**src/rtl/elevator_pkg.sv**
```systemverilog
// rtl/elevator_pkg.sv - shared types, direction constants and floor mask helper for the SCAN car controller
package elevator_pkg;

   typedef enum logic [1:0] {
      ST_IDLE  = 2'd0,
      ST_MOVE  = 2'd1,
      ST_DOOR  = 2'd2,
      ST_ESTOP = 2'd3
   } state_t;

   localparam logic DIR_UP   = 1'b1;
   localparam logic DIR_DOWN = 1'b0;

   // Floors strictly beyond f in direction dir, limited to the n existing floors.
   function automatic logic [63:0] ahead_mask(input int f, input logic dir, input int n);
      logic [63:0] m;
      m = '0;
      for (int i = 0; i < 64; i++) begin
         if (i < n) m[i] = dir ? (i > f) : (i < f);
      end
      return m;
   endfunction

endpackage

```
**src/rtl/elevator_req_latch.sv**
```systemverilog
// rtl/elevator_req_latch.sv - sticky car/hall request latches with served-floor clearing and sweep queries
module elevator_req_latch
   import elevator_pkg::*;
#(
   parameter int N_FLOORS   = 8,
   parameter int FLOOR_BITS = $clog2(N_FLOORS),
   parameter int HOME_FLOOR = 0
) (
   input  logic                  clk,
   input  logic                  rst,
   input  logic [N_FLOORS-1:0]   inside_req,
   input  logic [N_FLOORS-1:0]   up_call,
   input  logic [N_FLOORS-1:0]   down_call,
   input  logic [FLOOR_BITS-1:0] eval_floor,
   input  logic                  eval_dir,
   input  logic                  door_entry,
   input  logic                  door_here,
   input  logic                  home_set,
   output logic [N_FLOORS-1:0]   pending,
   output logic                  ahead,
   output logic                  behind,
   output logic                  serve_here,
   output logic                  req_here,
   output logic                  new_req
);

   localparam logic [N_FLOORS-1:0] ONE = 1;

   logic [N_FLOORS-1:0] car_q, up_q, dn_q;
   logic [N_FLOORS-1:0] car_set, up_set, dn_set, here, drop;
   logic [N_FLOORS-1:0] car_eff, up_eff, dn_eff, all_eff;
   logic [N_FLOORS-1:0] car_clr, up_clr, dn_clr, home_vec;
   logic [63:0]         amask, bmask;

   assign car_set  = inside_req;
   assign up_set   = up_call & ~(ONE << (N_FLOORS - 1));
   assign dn_set   = down_call & ~ONE;
   assign here     = ONE << eval_floor;
   // With the door already open at a floor, fresh requests there are consumed on arrival.
   assign drop     = door_here ? here : '0;
   assign home_vec = home_set ? (ONE << HOME_FLOOR) : '0;

   // Arriving pulses join this cycle's evaluation.
   assign car_eff = car_q | (car_set & ~drop);
   assign up_eff  = up_q | (up_set & ~drop);
   assign dn_eff  = dn_q | (dn_set & ~drop);
   assign all_eff = car_eff | up_eff | dn_eff;

   assign amask  = ahead_mask(int'(eval_floor), eval_dir, N_FLOORS);
   assign bmask  = ahead_mask(int'(eval_floor), ~eval_dir, N_FLOORS);
   assign ahead  = |(64'(all_eff) & amask);
   assign behind = |(64'(all_eff) & bmask);

   assign serve_here = car_eff[eval_floor]
                     | (eval_dir ? up_eff[eval_floor] : dn_eff[eval_floor])
                     | (!ahead && (up_eff[eval_floor] || dn_eff[eval_floor]));

   assign req_here = |((car_set | up_set | dn_set) & here);
   assign new_req  = |(car_set | up_set | dn_set);

   assign car_clr = door_entry ? here : '0;
   assign up_clr  = (door_entry && (eval_dir || !ahead)) ? here : '0;
   assign dn_clr  = (door_entry && (!eval_dir || !ahead)) ? here : '0;

   always_ff @(posedge clk or negedge rst) begin
      if (!rst) begin
         car_q <= '0;
         up_q  <= '0;
         dn_q  <= '0;
      end else begin
         car_q <= (car_q & ~car_clr) | (car_set & ~drop) | home_vec;
         up_q  <= (up_q & ~up_clr) | (up_set & ~drop);
         dn_q  <= (dn_q & ~dn_clr) | (dn_set & ~drop);
      end
   end

   assign pending = car_q | up_q | dn_q;

endmodule

```
**src/rtl/elevator_scan_ctrl.sv**
```systemverilog
// rtl/elevator_scan_ctrl.sv - single-car SCAN controller: sweep FSM, travel/door/idle timers, registered actuators
module elevator_scan_ctrl
   import elevator_pkg::*;
#(
   parameter int N_FLOORS     = 8,
   parameter int FLOOR_BITS   = $clog2(N_FLOORS),
   parameter int MOVE_TIMER   = 16,
   parameter int DOOR_TIMER   = 20,
   parameter int IDLE_TIMEOUT = 100,
   parameter int HOME_FLOOR   = 0
) (
   input  logic                  clk,
   input  logic                  rst,
   input  logic [N_FLOORS-1:0]   inside_req,
   input  logic [N_FLOORS-1:0]   up_call,
   input  logic [N_FLOORS-1:0]   down_call,
   input  logic                  door_hold,
   input  logic                  estop,
   output logic [FLOOR_BITS-1:0] current_floor,
   output logic                  motor_up,
   output logic                  motor_down,
   output logic                  door_open,
   output logic                  direction,
   output logic                  busy,
   output logic [N_FLOORS-1:0]   pending
);

   localparam int MW = (MOVE_TIMER > 1) ? $clog2(MOVE_TIMER) : 1;
   localparam int DW = $clog2(DOOR_TIMER + 1);
   localparam int IW = $clog2(IDLE_TIMEOUT + 2);
   localparam logic [MW-1:0]         MOVE_LAST = MW'(MOVE_TIMER - 1);
   localparam logic [DW-1:0]         DOOR_LOAD = DW'(DOOR_TIMER);
   localparam logic [IW-1:0]         IDLE_LAST = IW'((IDLE_TIMEOUT > 0) ? IDLE_TIMEOUT - 1 : 0);
   localparam logic [FLOOR_BITS-1:0] TOP_FLOOR = FLOOR_BITS'(N_FLOORS - 1);
   localparam logic [FLOOR_BITS-1:0] HOME      = FLOOR_BITS'(HOME_FLOOR);
   localparam logic [FLOOR_BITS-1:0] FLOOR_ONE = FLOOR_BITS'(1);

   state_t                  state, state_n;
   logic                    dir_n, arrive, eval_dir;
   logic [FLOOR_BITS-1:0]   eval_floor;
   logic [MW-1:0]           move_cnt, move_cnt_n;
   logic [DW-1:0]           door_cnt, door_cnt_n;
   logic [IW-1:0]           idle_cnt, idle_cnt_n;
   logic                    door_entry, home_set;
   logic                    ahead, behind, serve_here, req_here, new_req;

   elevator_req_latch #(
      .N_FLOORS   (N_FLOORS),
      .FLOOR_BITS (FLOOR_BITS),
      .HOME_FLOOR (HOME_FLOOR)
   ) u_req (
      .clk        (clk),
      .rst        (rst),
      .inside_req (inside_req),
      .up_call    (up_call),
      .down_call  (down_call),
      .eval_floor (eval_floor),
      .eval_dir   (eval_dir),
      .door_entry (door_entry),
      .door_here  (state == ST_DOOR),
      .home_set   (home_set),
      .pending    (pending),
      .ahead      (ahead),
      .behind     (behind),
      .serve_here (serve_here),
      .req_here   (req_here),
      .new_req    (new_req)
   );

   // On a travel terminal count the decision is made for the floor being reached.
   always_comb begin
      arrive     = (state == ST_MOVE) && (move_cnt == MOVE_LAST);
      eval_floor = current_floor;
      if (arrive) begin
         if (direction == DIR_UP && current_floor != TOP_FLOOR)
            eval_floor = current_floor + FLOOR_ONE;
         else if (direction == DIR_DOWN && current_floor != '0)
            eval_floor = current_floor - FLOOR_ONE;
      end
      eval_dir = (eval_floor == '0) ? DIR_UP :
                 (eval_floor == TOP_FLOOR) ? DIR_DOWN : direction;
   end

   always_comb begin
      state_n    = state;
      dir_n      = direction;
      move_cnt_n = '0;
      door_cnt_n = door_cnt;
      idle_cnt_n = '0;
      door_entry = 1'b0;
      home_set   = 1'b0;
      if (estop) begin
         state_n    = ST_ESTOP;
         idle_cnt_n = idle_cnt;
      end else begin
         case (state)
            ST_IDLE: begin
               if (serve_here) begin
                  state_n    = ST_DOOR;
                  dir_n      = eval_dir;
                  door_entry = 1'b1;
                  door_cnt_n = DOOR_LOAD;
               end else if (ahead) begin
                  state_n = ST_MOVE;
                  dir_n   = eval_dir;
               end else if (behind) begin
                  state_n = ST_MOVE;
                  dir_n   = ~eval_dir;
               end else if (!new_req && IDLE_TIMEOUT != 0) begin
                  if (idle_cnt == IDLE_LAST && current_floor != HOME)
                     home_set = 1'b1;
                  else
                     idle_cnt_n = (idle_cnt == IDLE_LAST) ? idle_cnt : idle_cnt + 1'b1;
               end
            end
            ST_MOVE: begin
               if (arrive) begin
                  dir_n = eval_dir;
                  if (serve_here) begin
                     state_n    = ST_DOOR;
                     door_entry = 1'b1;
                     door_cnt_n = DOOR_LOAD;
                  end else if (!ahead) begin
                     state_n = ST_IDLE;
                  end
               end else begin
                  move_cnt_n = move_cnt + 1'b1;
               end
            end
            ST_DOOR: begin
               if (door_hold || req_here) begin
                  door_cnt_n = DOOR_LOAD;
               end else if (door_cnt <= DW'(1)) begin
                  door_cnt_n = '0;
                  state_n    = ST_IDLE;
               end else begin
                  door_cnt_n = door_cnt - 1'b1;
               end
            end
            default: begin
               idle_cnt_n = idle_cnt;
               if (!estop) state_n = ST_IDLE;
            end
         endcase
      end
   end

   always_ff @(posedge clk or negedge rst) begin
      if (!rst) begin
         state         <= ST_IDLE;
         current_floor <= '0;
         direction     <= DIR_UP;
         move_cnt      <= '0;
         door_cnt      <= '0;
         idle_cnt      <= '0;
         motor_up      <= 1'b0;
         motor_down    <= 1'b0;
         door_open     <= 1'b0;
      end else begin
         state      <= state_n;
         direction  <= dir_n;
         move_cnt   <= move_cnt_n;
         door_cnt   <= door_cnt_n;
         idle_cnt   <= idle_cnt_n;
         motor_up   <= (state_n == ST_MOVE) && dir_n;
         motor_down <= (state_n == ST_MOVE) && !dir_n;
         door_open  <= (state_n == ST_ESTOP) ? door_open : (state_n == ST_DOOR);
         if (arrive && !estop) current_floor <= eval_floor;
      end
   end

   assign busy = (state != ST_IDLE) || (|pending);

endmodule

```
**config.mk**
```make
export PLATFORM = sky130hd
export DESIGN_NAME = elevator_scan_ctrl
export DESIGN_NICKNAME = d
export VERILOG_FILES = /design/src/rtl/elevator_pkg.sv /design/src/rtl/elevator_req_latch.sv /design/src/rtl/elevator_scan_ctrl.sv
export SDC_FILE = /design/constraint.sdc
export NUM_CORES = 1
export LEC_CHECK = 0
export ABC_AREA = 1
export CORE_ASPECT_RATIO = 2
export CORE_UTILIZATION = 55
export DETAILED_ROUTE_END_ITERATION = 8
export DONT_BUFFER_PORTS = 1
export PLACE_DENSITY = 0.83
export SLEW_MARGIN = 20
export SYNTH_ARGS = -nofsm -noshare
export SYNTH_HDL_FRONTEND = slang
export SYNTH_SLANG_ARGS = --single-unit
```
**constraint.sdc**
```tcl
create_clock -name clk -period 2.8 [get_ports clk]
set_input_delay 0.42 -clock clk [delete_from_list [all_inputs] [get_ports clk]]
set_output_delay 0.42 -clock clk [all_outputs]
set_load 0.01 [all_outputs]
```
==> results_dict.tcl, run 1 <==
set metrics [dict create \
    layout-drive-gt1-share_pct 44.1 \
    dpl-instance-area_um2 5000 \
    end_kind "flip-flop" \
    synth_area_um2 4090 \
    setup_slack_ns -0.887 \
    outcome "finished with violations" \
    numCtsBuffers 5 \
    dpl.hpwl_um 10000 \
    hp-class "input port to flip-flop" \
    setup_viol 42 \
    die_area_um2 7810 \
    core_um2 7210 \
    synth_cells 592 \
    grt_pass1_wl_um 24300 \
    ys_top_cells_by_area "dfrtp_1 (29%), nand2_1 (16%), inv_1 (8.1%)" \
    drv_cap 0 \
    holdWs_ns 0.173 \
    gr-usage-all-layers_pct 42.2 \
    drc_errors 1 \
    fmax_mhz 271 \
    firstDrtPassIters 9 \
    syn_nets 632 \
    seq_area_um2 1230 \
    critical_path_class "flip-flop to flip-flop" \
    yosys_most_used_dff "dfrtp_1" \
    synth_edf_count 0 \
    vias 5281 \
    worst_slew_pin_slew_ns 0.791 \
    multi_input_area_um2 2990 \
    relSlewSlack_pct 46.9 \
    layout_common_cells "nand2_1 (127), buf_4 (119), inv_1 (79)" \
    layout_commonest_cell "nand2_1" \
    finalWirelength_um 18900 \
    row_count 44 \
    ys_warn_count 0 \
    power_density_nw_per_um2 515 \
    violations "design-rule violations, negative setup slack" \
    port_buffers 0 \
    antenna_found_initial 0 \
    finalPower_uw 3140 \
    n_fill_cell 385 \
    rsz0062_at_grt "true" \
    cts_tree "built" \
    cp-start-kind "flip-flop" \
    required_ns 3.01 \
    r2r_cells 25 \
    die_h_um 124 \
    cts-root-buf "clkbuf_16" \
    skew_ns 0.0119 \
    clk_latency_ns 0.31 \
    die_x_um 63.0 \
    power.leakage_uw 0.00299 \
    h-tree-depth 2 \
    seq_area_frac_synth_pct 30.0 \
    layout.nets 776 \
    avgSynthCellArea_um2 6.91 \
    synth_cell_types 41 \
    ioPinCount 44 \
    totalNegativeSetupSlack_ns -33.19 \
    clockBufferDepth 2 \
    fin_area_um2 6080 \
    maxSlewViolCount 0 \
    start_util_pct 56.7 \
    fin_crit_ns 3.69 \
    via_per_inst 6.37 \
    syn_to_final_growth_pct 48.7 \
    fin_crit_sh_pct 132 \
    synth-seq-cells 49 \
    grt_pass1_vias 4924 \
    antenna_cells 0 \
    arrival_ns 3.90 \
    ant_nets 0 \
    cp_max_fo 6 \
    ir_drop_mv 0.621 \
    min_delay_path_depth 1 \
    routabilityCongestion 0.989 \
    avgRoutedWirePerCell_um 22.8 \
    yosys.area.top_type_share_pct 29.4 \
    drtIter0Drc 650 \
    clock_sinks 49 \
    clkSlewWorstSetupHoldPaths_ns 0.08 \
    yosys.area.top_type "dfrtp_1" \
    finalHoldViolCount 0 \
    grt_overflow 0 \
    grt_max_degree 50 \
    async_reset_ff_share_pct 100 \
]
-- layout make-up --
type                       instances  area share [%]
clock buffer                       5            2.06
sequential                        49            20.2
tap                               92            1.89
clock inverter                     3           0.473
timing repair buffer             141            19.7
inverter                          98            6.50
multi-input combinational        441            49.1
-- final timing paths --
| check | endpoint | slack, ns | from |
|---|---|---|---|
| min reg2reg | u_req.up_q[0] | 0.52 | u_req.up_q[0] |
| max in group asynchronous | direction | 1.86 | rst |
| min in group asynchronous | u_req.dn_q[4] | 0.63 | rst |
| min | move_cnt[1] | 0.17 | estop |
| max | u_req.dn_q[4] | -0.89 | current_floor[0] |
| max reg2reg | u_req.dn_q[4] | -0.89 | current_floor[0] |
-- cells in the mapped netlist (3+ instances only) --
cell type  number
nand4_1        12
buf_6           4
nor4_1          5
inv_2           7
nand3_1        42
inv_1          88
nand3_2         8
o21ai_1         5
dfrtp_1        48
nand2_4        12
a21oi_2         5
buf_2           3
ha_1           12
o22ai_1         3
nand2_1       169
a21oi_1        28
nor3_1         12
xor2_1          7
nand2_2        13
nor2_2          5
o21ai_0        26
nor2_4          7
nor2_1         45
-- power breakdown --
| part | total, µW | switching, µW | internal, µW | leakage [µW] |
|---|---|---|---|---|
| Combinational | 1610 | 999 | 615 | 0.00238 |
| Sequential | 848 | 75.6 | 772 | 0.000539 |
| Clock | 674 | 329 | 346 | 0.0000767 |
-- what timing repair did --
action,in CTS,in global routing
hold buffers,2,0
endpoints found under the hold margin,49,0
resized for setup,75,68
pin swaps,47,65
endpoints found under the setup margin,42,42
gates cloned,2,1
buffers inserted,21,18
-- critical path, stage by stage (launching register included) --
cell and delay, ns:
dfrtp_2 0.44, inv_4 0.06, ha_4 0.17, nand2_4 0.10, nand2_4 0.07, nand2_2 0.09, nand3_2 0.08, nand2_4 0.13
nand2_8 0.08, nor2_4 0.22, buf_6 0.13, nand2_2 0.07, nand2_4 0.12, nand2_4 0.11, nand2_2 0.09, o21ai_1 0.15
nand2_1 0.16, nand2_2 0.09, nor2_4 0.15, nand3_2 0.13, nand2_4 0.13, nand3b_4 0.18, a21oi_2 0.20, buf_6 0.20
a21o_1 0.16, inv_1 0.05
-- routing by layer --
| metal | share of wire, % | global-route usage [%] |
|---|---|---|
| met1 | 30 | 40.8 |
| met2 | 47 | 74.1 |
| met3 | 11 | 10.1 |
| met4 | 12 | 36.2 |
| met5 | 0.20 | 0 |
-- cells by family after synthesis --
group	Yosys count	share of synthesized area, %
XOR/XNOR	8	1.71
buffers and inverters	105	10.6
flip-flops	49	30.0
adder cells (fa/ha/maj)	12	3.67
AND/OR/NAND/NOR	339	42.6
AO/OA/AOI/OAI	79	11.4
-- sequential cells by signal, indices dropped and copies added, names as in the netlist, 2 cells and up --
register,count
door_cnt,5
current_floor,3
move_cnt,4
state,2
u_req.up_q,8
idle_cnt,7
u_req.dn_q,8
u_req.car_q,8
-- per-stage QoR --
stage	utilization, %	cells	setup slack, ns
global route	84.4	829	-1.24
global placement	69.4	778	-0.394
floorplan	-	592	-0.181
CTS	78.8	811	-0.345
detailed placement	69.4	778	-0.570
finish	84.4	829	-0.887
No activity file was read; power rests on OpenSTA's default activity.
==> run 2, diff against run 1 <==
--- a/config.mk
+++ b/config.mk
@@ -6,6 +6,7 @@
 export NUM_CORES = 1
 export LEC_CHECK = 0
 export ABC_AREA = 1
+export CAP_MARGIN = 0
 export CORE_ASPECT_RATIO = 2
 export CORE_UTILIZATION = 55
 export DETAILED_ROUTE_END_ITERATION = 8
==> constraint.sdc (replaced) <==
create_clock -name clk -period 2.8 [get_ports clk]
set_input_delay 0.84 -clock clk [delete_from_list [all_inputs] [get_ports clk]]
set_output_delay 0.84 -clock clk [all_outputs]
set_load 0.01 [all_outputs]
==> results_dict.tcl, run 2 (same netlist as run 1, synthesis figures left out) <==
set metrics [dict create \
    maxSlewViolCount 0 \
    cts_tree "built" \
    fin_crit_ns 3.48 \
    crit_start "move_cnt[0]" \
    fin_crit_sh_pct 124 \
    holdWs_ns 0.216 \
    rsz0062_at_grt "true" \
    drv_cap 0 \
    violations "negative setup slack" \
    layout_commonest_cell "nand2_1" \
    vias 4967 \
    row_count 44 \
    avgRoutedWirePerCell_um 19.7 \
    met1_length_um 5000 \
    numCtsBuffers 5 \
    grt_overflow 0 \
    antenna_cells 0 \
    worst_slew_pin_slew_ns 0.701 \
    dpl.hpwl_um 10000 \
    layout-drive-gt1-share_pct 41.7 \
    fin_area_um2 5970 \
    end_kind "flip-flop" \
    arrival_ns 3.69 \
    top_layer "met4" \
    cts-root-buf "clkbuf_16" \
    rr_endpoint "u_req.dn_q[3]" \
    layout.nets 770 \
    routabilityCongestion 1.00 \
    start_util_pct 56.7 \
    gr-usage-all-layers_pct 37.9 \
    clockBufferDepth 2 \
    drc_errors 0 \
    n_fill_cell 404 \
    relSlewSlack_pct 53.1 \
    finalHoldViolCount 0 \
    cp_max_fo 6 \
    skew_ns 0.00953 \
    layout_common_cells "nand2_1 (138), buf_4 (123), inv_1 (79)" \
    required_ns 3.01 \
    ant_nets 0 \
    power_density_nw_per_um2 502 \
    finalPower_uw 3000 \
    h-tree-depth 2 \
    die_x_um 63.0 \
    core_um2 7210 \
    drtIter0Drc 388 \
    hp-class "input port to async pin" \
    setup_slack_ns -0.679 \
    grt_pass1_vias 4805 \
    cp-start-kind "flip-flop" \
    port_buffers 0 \
    grt_pass1_wl_um 22400 \
    die_area_um2 7810 \
    multi_input_area_um2 3000 \
    clkSlewWorstSetupHoldPaths_ns 0.07 \
    clock_sinks 49 \
    antenna_found_initial 0 \
    fin_cells 823 \
    wl_met2_um 8480 \
    cts.hold.buffers_added 0 \
    crit-reg2reg-launch "move_cnt[0]" \
    via_per_inst 6.04 \
    die_h_um 124 \
    critical_path_class "flip-flop to flip-flop" \
    power.leakage_uw 0.00294 \
    outcome "finished with violations" \
    clk_latency_ns 0.31 \
    finalWirelength_um 16200 \
    grt_max_degree 50 \
    ir_drop_mv 0.558 \
    seq_area_um2 1230 \
    r2r_cells 22 \
    syn_to_final_growth_pct 46.0 \
    setup_viol 42 \
    top_regs "u_req.car_q: 8 flops, u_req.dn_q: 8 flops, u_req.up_q: 8 flops" \
    firstDrtPassIters 6 \
    dpl-instance-area_um2 4990 \
    route.met3.wl_um 1110 \
    placedCellCount 775 \
    fmax_mhz 287 \
    ioPinCount 44 \
    regToRegSetupSlack_ns -0.68 \
]
==> run 2: changes by cell type in the layout (fill, tap and decap cells not counted), sizes merged <==
cell         delta
buf             -5
clkinv          +1
clkinvlp        +1
dlygate4sd3     -1
inv             -2
==> run 2: worst max-delay path: stages, from the launching register on <==
cell	delay (ns)
dfrtp_1	0.42
ha_4	0.19
nand3_4	0.08
nor2_4	0.23
nand2_2	0.12
nand2_2	0.11
nand2_4	0.09
a21oi_4	0.28
buf_4	0.19
nand2_1	0.12
o22ai_1	0.20
inv_1	0.06
nand2_1	0.08
nand2_2	0.07
nor2_4	0.17
nand3_4	0.12
nand2_4	0.11
nand3b_4	0.16
a21oi_2	0.21
buf_6	0.19
nand3_2	0.07
nand2_1	0.07
inv_1	0.04
==> run 2: timing repair <==
item / in CTS / in global routing
buffers inserted: 18 / 19
endpoints found under the setup margin: 42 / 42
gates resized for setup: 80 / 52
gates cloned: 3 / 0
pin swaps: 26 / 45
==> run 2: layer usage <==
| metal | vias up | global-route usage, % |
|---|---|---|
| li1 | 2175 | - |
| met1 | 2330 | 33.3 |
| met2 | 302 | 69.7 |
| met3 | 160 | 7.14 |
| met4 | 0 | 37.5 |
| met5 | - | 0 |
==> run 2: how the worst max path moves through the flow <==
stage / end / slack, ns / depth (start not counted)
after detailed placement: idle_cnt[3] / -0.51 / 23
after global routing: idle_cnt[2] / -0.82 / 24
after floorplan: idle_cnt[2] / -0.18 / 25
final: u_req.dn_q[3] / -0.68 / 22
after global placement: idle_cnt[3] / -0.43 / 23
after CTS: u_req.up_q[4] / -0.34 / 24
==> run 2: cell type report <==
type | instances | area share (%)
Multi-Input combinational cell | 441 | 50.1
Sequential cell | 49 | 20.6
Timing Repair Buffer | 135 | 18.3
Inverter | 98 | 6.58
Clock buffer | 5 | 2.09
Tap cell | 92 | 1.93
Clock inverter | 3 | 0.356
==> run 2: through the flow <==
stage	setup slack [ns]	utilization (%)	TNS [ns]
after global placement	-0.435	69.2	-12.40
final	-0.679	82.8	-23.45
after detailed placement	-0.511	69.2	-16.13
after global routing	-0.822	82.8	-30.18
after floorplan	-0.181	-	-3.29
after CTS	-0.338	78.0	-10.94
==> run 2: power breakdown <==
part	leakage (µW)	internal [µW]	switching [µW]
registers	0.000539	773	80.0
clock network	0.0000702	333	297
logic	0.00233	618	898
==> run 3, diff against run 2 <==
--- a/config.mk
+++ b/config.mk
@@ -8,6 +8,7 @@
 export ABC_AREA = 1
 export CAP_MARGIN = 0
 export CORE_ASPECT_RATIO = 2
+export CORE_MARGIN = 4
 export CORE_UTILIZATION = 55
 export DETAILED_ROUTE_END_ITERATION = 8
 export DONT_BUFFER_PORTS = 1
==> results_dict.tcl, run 3 (same netlist as run 1, synthesis figures left out) <==
set metrics [dict create \
    firstDrtPassIters 8 \
    fin_crit_ns 3.58 \
    row_count 44 \
    grtUsageMet3_pct 12.2 \
    drv_cap 0 \
    antenna_found_initial 0 \
    cpMaxStageDelayCell "dfrtp_2" \
    cpPeakStageDelay_ns 0.46 \
    finalHoldViolCount 0 \
    critical_path.top_delay_family "simple AND/OR/NAND/NOR gates" \
    cts.hold.buffers_added 0 \
    use_met1_pct 30.2 \
    setup_slack_ns -0.783 \
    end_kind "flip-flop" \
    routabilityCongestion 0.979 \
    layout-drive-gt1-share_pct 42.9 \
    hp-class "input port to async pin" \
    avgRoutedWirePerCell_um 20.9 \
    start_util_pct 56.3 \
    grt_pass1_wl_um 24000 \
    core_um2 7270 \
    gr-usage-all-layers_pct 36.1 \
    use_met2_pct 61.0 \
    violations "negative setup slack" \
    totalNegativeSetupSlack_ns -25.51 \
    syn_to_final_growth_pct 49.0 \
    ir_drop_mv 0.450 \
    drc_errors 0 \
    arrival_ns 3.80 \
    outcome "finished with violations" \
    crit_top_cell "nand2_1" \
    die_x_um 69.0 \
    die_area_um2 8960 \
    antenna_cells 0 \
    worst_slew_pin_slew_ns 0.734 \
    vias 5258 \
    fmax_mhz 279 \
    numCtsBuffers 5 \
    port_buffers 0 \
    fin_crit_sh_pct 128 \
    setup_viol 42 \
    ant_nets 0 \
    cts-root-buf "clkbuf_16" \
    critical_path_class "flip-flop to flip-flop" \
    layout.nets 789 \
    layout_common_cells "buf_4 (138), nand2_1 (130), inv_1 (80)" \
    skew_ns 0.0101 \
    clockBufferDepth 2 \
    drtIter0Drc 655 \
    cp_max_fo 7 \
    top_regs "u_req.car_q: 8 flops, u_req.dn_q: 8 flops, u_req.up_q: 8 flops" \
    cp-start-kind "flip-flop" \
    dpl.hpwl_um 10100 \
    grt_overflow 0 \
    clock_sinks 49 \
    grt.busiest_layer "met2" \
    power.leakage_uw 0.00304 \
    cts_tree "built" \
    dp_slack_ns -0.508 \
    required_ns 3.01 \
    grt_max_degree 50 \
    cp_cell_sequence "inv_4 > ha_4 > inv_2 > nor2_4 > nor2_4 > nand2_4 > buf_12 > a21oi_4 > buf_6 > nand2_1 > buf_4 > o22ai_1 > nand2_1 > nand2_1 > nor2_2 > nand2_2 > nand2_1 > o21ai_1 > nand2_1 > nand3_1 > nand2_1 > o21ai_1 > inv_1 > nor2_2" \
    clk_latency_ns 0.30 \
    die_h_um 130 \
    crit_buf_inv 6 \
    maxSlewViolCount 0 \
    n_fill_cell 382 \
    layout_commonest_cell "buf_4" \
    clkSlewWorstSetupHoldPaths_ns 0.07 \
    finalWirelength_um 17600 \
    power_density_nw_per_um2 498 \
    rsz0062_at_grt "true" \
    ioPinCount 44 \
    fin_util_pct 83.9 \
    relSlewSlack_pct 50.9 \
    grt_pass1_vias 5283 \
    via_per_inst 6.24 \
    h-tree-depth 2 \
]
run 3: cell types whose count changed in the layout (fill, tap and decap cells not counted), sizes merged:
cell	previous run	this run
buf	135	154
inv	97	96
bufinv	0	1
run 3: through the flow:
stage | total power (µW) | cell area, µm² | hold WS, ns | cells
final | 3040 | 6100 | 0.224 | 842
after global routing | 3170 | 6100 | 0.217 | 842
after CTS | 2830 | 5850 | 0.230 | 831
after detailed placement | 1940 | 4980 | 0.459 | 775
after global placement | 1910 | 4980 | 0.458 | 775
after floorplan | 1570 | 4180 | 0.430 | 592
run 3: routing by layer:
metal	part of all wire (%)	up-vias
met1	29	2384
met2	49	452
li1	-	2206
met4	12	2
met3	10	214
met5	0.19	-
run 3: what timing repair did:
| action | CTS | global route |
|---|---|---|
| cloned | 3 | 0 |
| endpoints found under the setup margin | 42 | 43 |
| hold endpoints to repair | 0 | 0 |
| pin swaps | 36 | 53 |
| resized for setup | 83 | 43 |
| buffers inserted | 45 | 11 |
run 3: area by class of cell:
cell class	count	area, µm²	share of cell area (%)
Inverter	98	393	6.44
Clock buffer	5	125	2.05
Timing Repair Buffer	154	1250	20.5
Multi-Input combinational cell	441	2940	48.2
Tap cell	92	115	1.89
Sequential cell	49	1230	20.2
Clock inverter	3	46.3	0.759
run 3: worst paths after layout:
path	end	start	cells after the start	slack, ns
min reg2reg	u_req.up_q[0]	u_req.up_q[0]	2	0.51
max reg2reg	motor_down	current_floor[0]	24	-0.78
max	motor_down	current_floor[0]	24	-0.78
min in group clk	u_req.up_q[0]	u_req.up_q[0]	2	0.51
max in group asynchronous	direction	rst	0	2.37
min	u_req.dn_q[5]	rst	0	0.22
run 3: report_power, final:
group | total [µW] | switching, µW | internal [µW]
Clock | 717 | 294 | 424
Combinational | 1470 | 881 | 587
Sequential | 853 | 79.9 | 773
Total | 3040 | 1250 | 1780
